==> config.mk <==
export PLATFORM = sky130hd
export DESIGN_NAME = key_input_decoder
export DESIGN_NICKNAME = d
export VERILOG_FILES = /design/src/rtl/key_input_decoder_pkg.sv /design/src/rtl/key_input_decoder_hold_counter.sv /design/src/rtl/key_input_decoder.sv
export SDC_FILE = /design/constraint.sdc
export NUM_CORES = 1
export LEC_CHECK = 0
export ABC_AREA = 1
export CAP_MARGIN = 0
export CORE_UTILIZATION = 30
export CTS_CLUSTER_SIZE = 28
export DETAILED_ROUTE_END_ITERATION = 16
export GPL_ROUTABILITY_DRIVEN = 0
export MAX_ROUTING_LAYER = met4
export PLACE_DENSITY = 0.58
export SETUP_SLACK_MARGIN = 0.02
export SYNTH_ARGS = -nofsm -noshare
export SYNTH_HDL_FRONTEND = slang
export SYNTH_SLANG_ARGS = --single-unit
==> constraint.sdc <==
create_clock -name clk -period 1.6 [get_ports clk]
set_input_delay 0.4 -clock clk [delete_from_list [all_inputs] [get_ports clk]]
set_output_delay 0.4 -clock clk [all_outputs]
set_load 0.03 [all_outputs]
==> src/rtl/key_input_decoder_pkg.sv <==
// Shared game constants: key codes, instruction bit positions and decoder FSM encoding.
// Used by the key decoder, Player and Machine blocks.
package key_input_decoder_pkg;

  localparam logic [7:0] KEY_ESC      = 8'h1B;
  localparam logic [7:0] KEY_LBRACKET = 8'h5B;
  localparam logic [7:0] KEY_SPACE    = 8'h20;
  localparam logic [7:0] KEY_ENTER    = 8'h0D;
  localparam logic [7:0] KEY_W_LO     = 8'h77;
  localparam logic [7:0] KEY_W_UP     = 8'h57;
  localparam logic [7:0] KEY_S_LO     = 8'h73;
  localparam logic [7:0] KEY_S_UP     = 8'h53;
  localparam logic [7:0] KEY_A_LO     = 8'h61;
  localparam logic [7:0] KEY_A_UP     = 8'h41;
  localparam logic [7:0] KEY_D_LO     = 8'h64;
  localparam logic [7:0] KEY_D_UP     = 8'h44;
  localparam logic [7:0] KEY_J_LO     = 8'h6A;
  localparam logic [7:0] KEY_J_UP     = 8'h4A;
  localparam logic [7:0] KEY_X_LO     = 8'h78;
  localparam logic [7:0] KEY_X_UP     = 8'h58;
  localparam logic [7:0] ARROW_UP     = 8'h41;
  localparam logic [7:0] ARROW_DOWN   = 8'h42;
  localparam logic [7:0] ARROW_RIGHT  = 8'h43;
  localparam logic [7:0] ARROW_LEFT   = 8'h44;

  localparam int INSTR_UP     = 0;
  localparam int INSTR_DOWN   = 1;
  localparam int INSTR_LEFT   = 2;
  localparam int INSTR_RIGHT  = 3;
  localparam int INSTR_ATTACK = 4;
  localparam int NUM_HELD     = 5;

  typedef enum logic [1:0] {
    SEQ_IDLE = 2'd0,
    SEQ_ESC  = 2'd1,
    SEQ_CSI  = 2'd2
  } seq_state_t;

  typedef enum logic [2:0] {
    CMD_NONE    = 3'd0,
    CMD_UP      = 3'd1,
    CMD_DOWN    = 3'd2,
    CMD_LEFT    = 3'd3,
    CMD_RIGHT   = 3'd4,
    CMD_ATTACK  = 3'd5,
    CMD_CONFIRM = 3'd6,
    CMD_CANCEL  = 3'd7
  } cmd_t;

  // Single-byte commands accepted outside an escape sequence.
  function automatic cmd_t decode_plain(input logic [7:0] b);
    cmd_t c;
    case (b)
      KEY_W_LO, KEY_W_UP:   c = CMD_UP;
      KEY_S_LO, KEY_S_UP:   c = CMD_DOWN;
      KEY_A_LO, KEY_A_UP:   c = CMD_LEFT;
      KEY_D_LO, KEY_D_UP:   c = CMD_RIGHT;
      KEY_J_LO, KEY_J_UP:   c = CMD_ATTACK;
      KEY_SPACE, KEY_ENTER: c = CMD_CONFIRM;
      KEY_X_LO, KEY_X_UP:   c = CMD_CANCEL;
      default:              c = CMD_NONE;
    endcase
    return c;
  endfunction

  // Final byte of an ESC '[' arrow sequence.
  function automatic cmd_t decode_arrow(input logic [7:0] b);
    cmd_t c;
    case (b)
      ARROW_UP:    c = CMD_UP;
      ARROW_DOWN:  c = CMD_DOWN;
      ARROW_RIGHT: c = CMD_RIGHT;
      ARROW_LEFT:  c = CMD_LEFT;
      default:     c = CMD_NONE;
    endcase
    return c;
  endfunction

endpackage

==> src/rtl/key_input_decoder_hold_counter.sv <==
// Per-key hold timer: reloads on key acceptance, counts down on game ticks,
// active is registered alongside the count so both change on the same edge.
module hold_counter #(
  parameter int HOLD_TICKS = 3
) (
  input  logic       clk,
  input  logic       reset_n,
  input  logic       load,
  input  logic       clear,
  input  logic       tick,
  output logic [3:0] count,
  output logic       active
);

  localparam logic [3:0] HOLD_VAL = 4'(HOLD_TICKS);

  logic [3:0] count_d, count_q;
  logic       active_d, active_q;

  // A reload always beats both the opposite-key clear and the tick decrement.
  always_comb begin
    count_d = count_q;
    if (load) begin
      count_d = HOLD_VAL;
    end else if (clear) begin
      count_d = 4'd0;
    end else if (tick && (count_q != 4'd0)) begin
      count_d = count_q - 4'd1;
    end
    active_d = (count_d != 4'd0);
  end

  always_ff @(posedge clk or negedge reset_n) begin
    if (!reset_n) begin
      count_q  <= 4'd0;
      active_q <= 1'b0;
    end else begin
      count_q  <= count_d;
      active_q <= active_d;
    end
  end

  assign count  = count_q;
  assign active = active_q;

endmodule

==> src/rtl/key_input_decoder.sv <==
// UART key byte decoder: letter keys and ESC '[' arrow sequences become held
// direction/attack bits, confirm/cancel pulses, last-key and error bookkeeping.
module key_input_decoder
  import key_input_decoder_pkg::*;
#(
  parameter int HOLD_TICKS = 3,
  parameter int SEQ_TICKS  = 2
) (
  input  logic        clk,
  input  logic        reset_n,
  input  logic [7:0]  rx_data,
  input  logic        rx_valid,
  input  logic        tick,
  output logic [15:0] player_instr,
  output logic        confirm_pulse,
  output logic        cancel_pulse,
  output logic [7:0]  key_last,
  output logic [7:0]  err_count
);

  localparam logic [1:0] SEQ_VAL = 2'(SEQ_TICKS);

  seq_state_t state_d, state_q;
  logic [1:0] seq_timer_d, seq_timer_q;
  logic       confirm_d, confirm_q;
  logic       cancel_d, cancel_q;
  logic [7:0] key_last_d, key_last_q;
  logic [7:0] err_count_d, err_count_q;

  cmd_t                     cmd;
  logic                     reject;
  logic [NUM_HELD-1:0]      load;
  logic [NUM_HELD-1:0]      clear_req;
  logic [NUM_HELD-1:0]      held;
  logic [NUM_HELD-1:0][3:0] hold_count;

  always_comb begin
    state_d     = state_q;
    seq_timer_d = seq_timer_q;
    cmd         = CMD_NONE;
    reject      = 1'b0;
    if (rx_valid) begin
      case (state_q)
        SEQ_IDLE: begin
          if (rx_data == KEY_ESC) begin
            state_d     = SEQ_ESC;
            seq_timer_d = SEQ_VAL;
          end else begin
            cmd    = decode_plain(rx_data);
            reject = (cmd == CMD_NONE);
          end
        end
        SEQ_ESC: begin
          if (rx_data == KEY_LBRACKET) begin
            state_d = SEQ_CSI;
          end else begin
            state_d = SEQ_IDLE;
            reject  = 1'b1;
          end
        end
        SEQ_CSI: begin
          state_d = SEQ_IDLE;
          cmd     = decode_arrow(rx_data);
          reject  = (cmd == CMD_NONE);
        end
        default: state_d = SEQ_IDLE;
      endcase
    end else if (tick && (state_q != SEQ_IDLE)) begin
      // The sequence window spans ESC and CSI; a byte in the same cycle suppresses expiry.
      if (seq_timer_q <= 2'd1) begin
        state_d     = SEQ_IDLE;
        seq_timer_d = 2'd0;
        reject      = 1'b1;
      end else begin
        seq_timer_d = seq_timer_q - 2'd1;
      end
    end
  end

  always_comb begin
    load        = '0;
    clear_req   = '0;
    confirm_d   = 1'b0;
    cancel_d    = 1'b0;
    key_last_d  = key_last_q;
    err_count_d = err_count_q;
    if (cmd != CMD_NONE) begin
      key_last_d = rx_data;
    end
    case (cmd)
      CMD_UP:      begin load[INSTR_UP]    = 1'b1; clear_req[INSTR_DOWN]  = 1'b1; end
      CMD_DOWN:    begin load[INSTR_DOWN]  = 1'b1; clear_req[INSTR_UP]    = 1'b1; end
      CMD_LEFT:    begin load[INSTR_LEFT]  = 1'b1; clear_req[INSTR_RIGHT] = 1'b1; end
      CMD_RIGHT:   begin load[INSTR_RIGHT] = 1'b1; clear_req[INSTR_LEFT]  = 1'b1; end
      CMD_ATTACK:  load[INSTR_ATTACK] = 1'b1;
      CMD_CONFIRM: confirm_d = 1'b1;
      CMD_CANCEL:  cancel_d  = 1'b1;
      default:     ;
    endcase
    if (reject && (err_count_q != 8'hFF)) begin
      err_count_d = err_count_q + 8'd1;
    end
  end

  always_ff @(posedge clk or negedge reset_n) begin
    if (!reset_n) begin
      state_q     <= SEQ_IDLE;
      seq_timer_q <= 2'd0;
      confirm_q   <= 1'b0;
      cancel_q    <= 1'b0;
      key_last_q  <= 8'd0;
      err_count_q <= 8'd0;
    end else begin
      state_q     <= state_d;
      seq_timer_q <= seq_timer_d;
      confirm_q   <= confirm_d;
      cancel_q    <= cancel_d;
      key_last_q  <= key_last_d;
      err_count_q <= err_count_d;
    end
  end

  // Clearing an already-idle counter is a no-op, so only request it when it holds a value.
  for (genvar i = 0; i < NUM_HELD; i++) begin : g_hold
    hold_counter #(
      .HOLD_TICKS (HOLD_TICKS)
    ) u_hold (
      .clk     (clk),
      .reset_n (reset_n),
      .load    (load[i]),
      .clear   (clear_req[i] && (hold_count[i] != 4'd0)),
      .tick    (tick),
      .count   (hold_count[i]),
      .active  (held[i])
    );
  end

  assign player_instr  = {11'd0, held};
  assign confirm_pulse = confirm_q;
  assign cancel_pulse  = cancel_q;
  assign key_last      = key_last_q;
  assign err_count     = err_count_q;

endmodule

==> reports/results.txt <==
status -> finished, violations left
failing checks -> setup timing
final antenna diode count -> 0
required time worst endpoint -> 1.78 ns
DR top layer -> met4
WHS -> 0.0631 ns
routed len/inst -> 12.0 um
Max VDD drop -> 0.000497 V
DR WL met3 -> 171 um
period utilisation layout -> 103%
Fmax -> 608 MHz
top cell type's share of synthesized area -> 39.7%
slowest CP cell -> dfrtp_1
Nets -> 523
clk slew on worst S/H paths -> 0.09 ns
max_cap viols -> 0
Final Skew -> 0.00668 ns
placed cells -> 587
Hold Violations, Final -> 0
Crit Reg-Reg Endpoint -> g_hold[1].u_hold.active$_DFF_PN0_
flop and latch count out of synthesis -> 47
Clock Power Share -> 14.9%
mean number of vias per cell -> 4.46
die width -> 101 um
post-synth top area cell -> dfrtp_1
setup ws final -> -0.0454 ns
DRT iter0 DRCs -> 127
Layout area overhead -> 60.6%
CP endpoint -> g_hold[1].u_hold.active$_DFF_PN0_
Bufs and invs on worst path -> 7
R2R setup slack -> -0.05 ns
switching power total -> 2860 uW
Initial Utilization -> 31.4%
Seq/Total Area, Yosys -> 39.7%
Comb power frac -> 55.4%
drt pass-1 iters -> 4
initial antenna violation count -> 0
met2 wire length -> 3.91 mm
Tot Pwr -> 6930 uW
Cells after Synth -> 385
first-pass GRT wire length -> 12.2 mm
CTS tree -> yes
sequential power share -> 29.7%
Yosys cell types -> 39
Largest stage delay, worst path -> 0.37 ns
antenna viol nets, final -> 0
Tmin final -> 1.65 ns
vias in the first global route -> 2686
DRC viols -> 0
Buffers on Ports -> 34
Hold/Removal Path Class -> input port to asynchronous set/reset pin
core region area -> 9420 um2
RSZ-0062 raised after global routing -> true
Worst setup startpoint -> g_hold[1].u_hold.count[0]$_DFF_PN0_
LEAKAGE -> 0.00228 uW
Cell Int Power -> 4060 uW
Critical Setup Path Class -> register to register
Metal-1 WL -> 3.39 mm
Die Y -> 101 um
final-layout fill cell count -> 848
Synth warnings -> 0
RR Startpoint -> g_hold[1].u_hold.count[0]$_DFF_PN0_
R2R depth -> 10
CTS H-tree lvls -> 2
Crit path arrival time -> 1.82 ns
Critical Path Most Common Cell -> buf_4
Root Buffer -> clkbuf_8
endpoints failing setup -> 6
Layout Cells excl Fill -> 635
largest net degree at the start of global routing -> 48
grt ovf -> 0
layout cells sized above 1 -> 46.4%
Critical Path Stages -> 10
Die ar. -> 10300 um2
Startpoint Class -> register
cell area after synthesis -> 2960 um2
power per cell area -> 1460 nW/um2
hpwl dp -> 4.77 mm
Switching Share -> 41.3%
final wirelength -> 7.65 mm
Synth area leaders -> dfrtp_1 (40%), nand2_1 (11%), inv_1 (6.1%)
Bufs on Longest Clock Path -> 2
CP Capture Type -> register
gr usage total -> 15.6%
Final Max Slew Viols -> 0
Num CTS Buffers -> 5
row count -> 35
worst-path cell chain -> inv_2, buf_4, buf_4, buf_4, buf_4, buf_4, buf_4, xor2_2, a21oi_4, nand3_1
Avg Inst Size Synth -> 7.69 um2
Sink Count -> 47
Max FO, Critical Path -> 2
vias -> 2835
I/O pin count -> 46
clock latency at the later pin of the worst-skew pair -> 0.30 ns
delay-heaviest family, CP -> buffers and inverters
## power groups by stage
stage          logic, uW  clock network (uW)  registers [uW]
5_1_grt             4250                1110            2130
3_3_place_gp        3030                   0            2020
3_5_place_dp        3090                   0            2030
4_1_cts             3280                1060            2020
2_1_floorplan       1720                   0            2320
6_report            3830                1030            2060
## worst register-to-register path, stage by stage, from the launching register on
cell and delay (ns):
dfrtp_1 0.37, inv_2 0.06, buf_4 0.12, buf_4 0.12, buf_4 0.12, buf_4 0.12
buf_4 0.11, buf_4 0.13, xor2_2 0.15, a21oi_4 0.16, nand3_1 0.08
## state kept, by name, indices dropped and copies added, names as in the netlist
register and cells:
err_count 8, state_q 2, g_hold.u_hold.active 5, g_hold.u_hold.count 20
confirm_pulse 1, key_last 8, seq_timer_q 2, cancel_pulse 1
## worst min-delay path by stage
stage	from	to	slack, ns	depth (start not counted)
after CTS	reset_n	key_last[3]$_DFFE_PN0P_	0.07	2
after detailed placement	reset_n	key_last[3]$_DFFE_PN0P_	0.41	2
after floorplan	reset_n	cancel_pulse$_DFF_PN0_	0.10	0
after global placement	reset_n	key_last[3]$_DFFE_PN0P_	0.40	2
final	reset_n	key_last[0]$_DFFE_PN0P_	0.06	2
after global routing	reset_n	key_last[2]$_DFFE_PN0P_	0.08	2
## cell usage in the layout (no fill, tap or decap), types with 4 or more instances in the layout
master         Yosys  final
nand3_4            1      8
inv_1             48     35
nand3_1           20     11
xnor2_1            4      4
nand3_2            4      7
xor2_1            12     11
buf_6              1     11
nor2_2             6     10
o21ai_0           19     13
clkbuf_8           0      5
nor3_2             1      5
o21ai_2            0      4
inv_2              5     13
nand4_1            8      8
nand2_2            9     24
buf_4             17     78
dfrtp_1           47     44
a21oi_4            0      4
nand2_1           85     61
nor2_4             1      9
a21oi_1           12      7
nand2_4            3     11
dlygate4sd2_1      0     20
conb_1             1     11
nor2_1            46     34
## stage by stage
step / cell area [um2] / utilization, % / TNS (ns) / setup WS, ns
after floorplan: 3070 / - / -0.762 / -0.0863
after global placement: 3790 / 40.3 / -33.91 / -0.845
after detailed placement: 3790 / 40.3 / -33.84 / -0.851
after CTS: 4390 / 46.6 / -0.0449 / -0.0224
after global routing: 4750 / 50.5 / -1.97 / -0.172
final: 4750 / 50.5 / -0.164 / -0.0454
## repair_timing
action,4_1_cts,5_1_grt
hold buffers,0,0
cloned,1,1
pin swaps,52,38
setup endpoints to repair,70,44
buffers inserted,26,14
gates resized for setup,134,82
## cell usage after synthesis (all sizes together)
| cell type | instances |
|---|---|
| nand2 | 97 |
| inv | 53 |
| nor2 | 53 |
| dfrtp | 47 |
| nand3 | 25 |
| o21ai | 20 |
| buf | 18 |
| a21oi | 13 |
| xor2 | 12 |
| nand4 | 9 |
| nor3 | 7 |
| ha | 6 |
| nor4 | 4 |
| o211ai | 4 |
| xnor2 | 4 |
| and3 | 2 |
| clkbuf | 2 |
| o21bai | 2 |
| or2 | 2 |
| a21boi | 1 |
| a31oi | 1 |
| clkinv | 1 |
| conb | 1 |
| o2111ai | 1 |
## area by class of cell
cell class | instances | area, um2 | area share, %
well taps | 129 | 161 | 3.40
flip-flops and latches | 47 | 1180 | 24.8
repair buffers | 121 | 1010 | 21.2
inverters | 54 | 233 | 4.90
clock buffers | 6 | 72.6 | 1.53
multi-input cells | 276 | 2040 | 42.9
clock inverters | 2 | 60.1 | 1.26
## layer usage
metal  up-vias  track usage (%)
li1       1439                -
met1      1346             19.3
met2        37             25.4
met3        13             2.28
met4         0             6.58
met5         -                -
## cells by family (layout without fill, tap and decap cells)
| family | after synthesis | in the layout | share of synthesized area, % |
|---|---|---|---|
| DFF | 47 | 47 | 39.7 |
| AOI/OAI and AO/OA | 42 | 42 | 9.05 |
| buffers and inverters | 74 | 183 | 12.0 |
| other | 1 | 11 | 0.127 |
| and+or+nand+nor | 199 | 201 | 31.8 |
| xor gates and xnor gates | 16 | 16 | 4.74 |
| adders and majority gates | 6 | 6 | 2.54 |
Power figures use the tool's default switching activity.
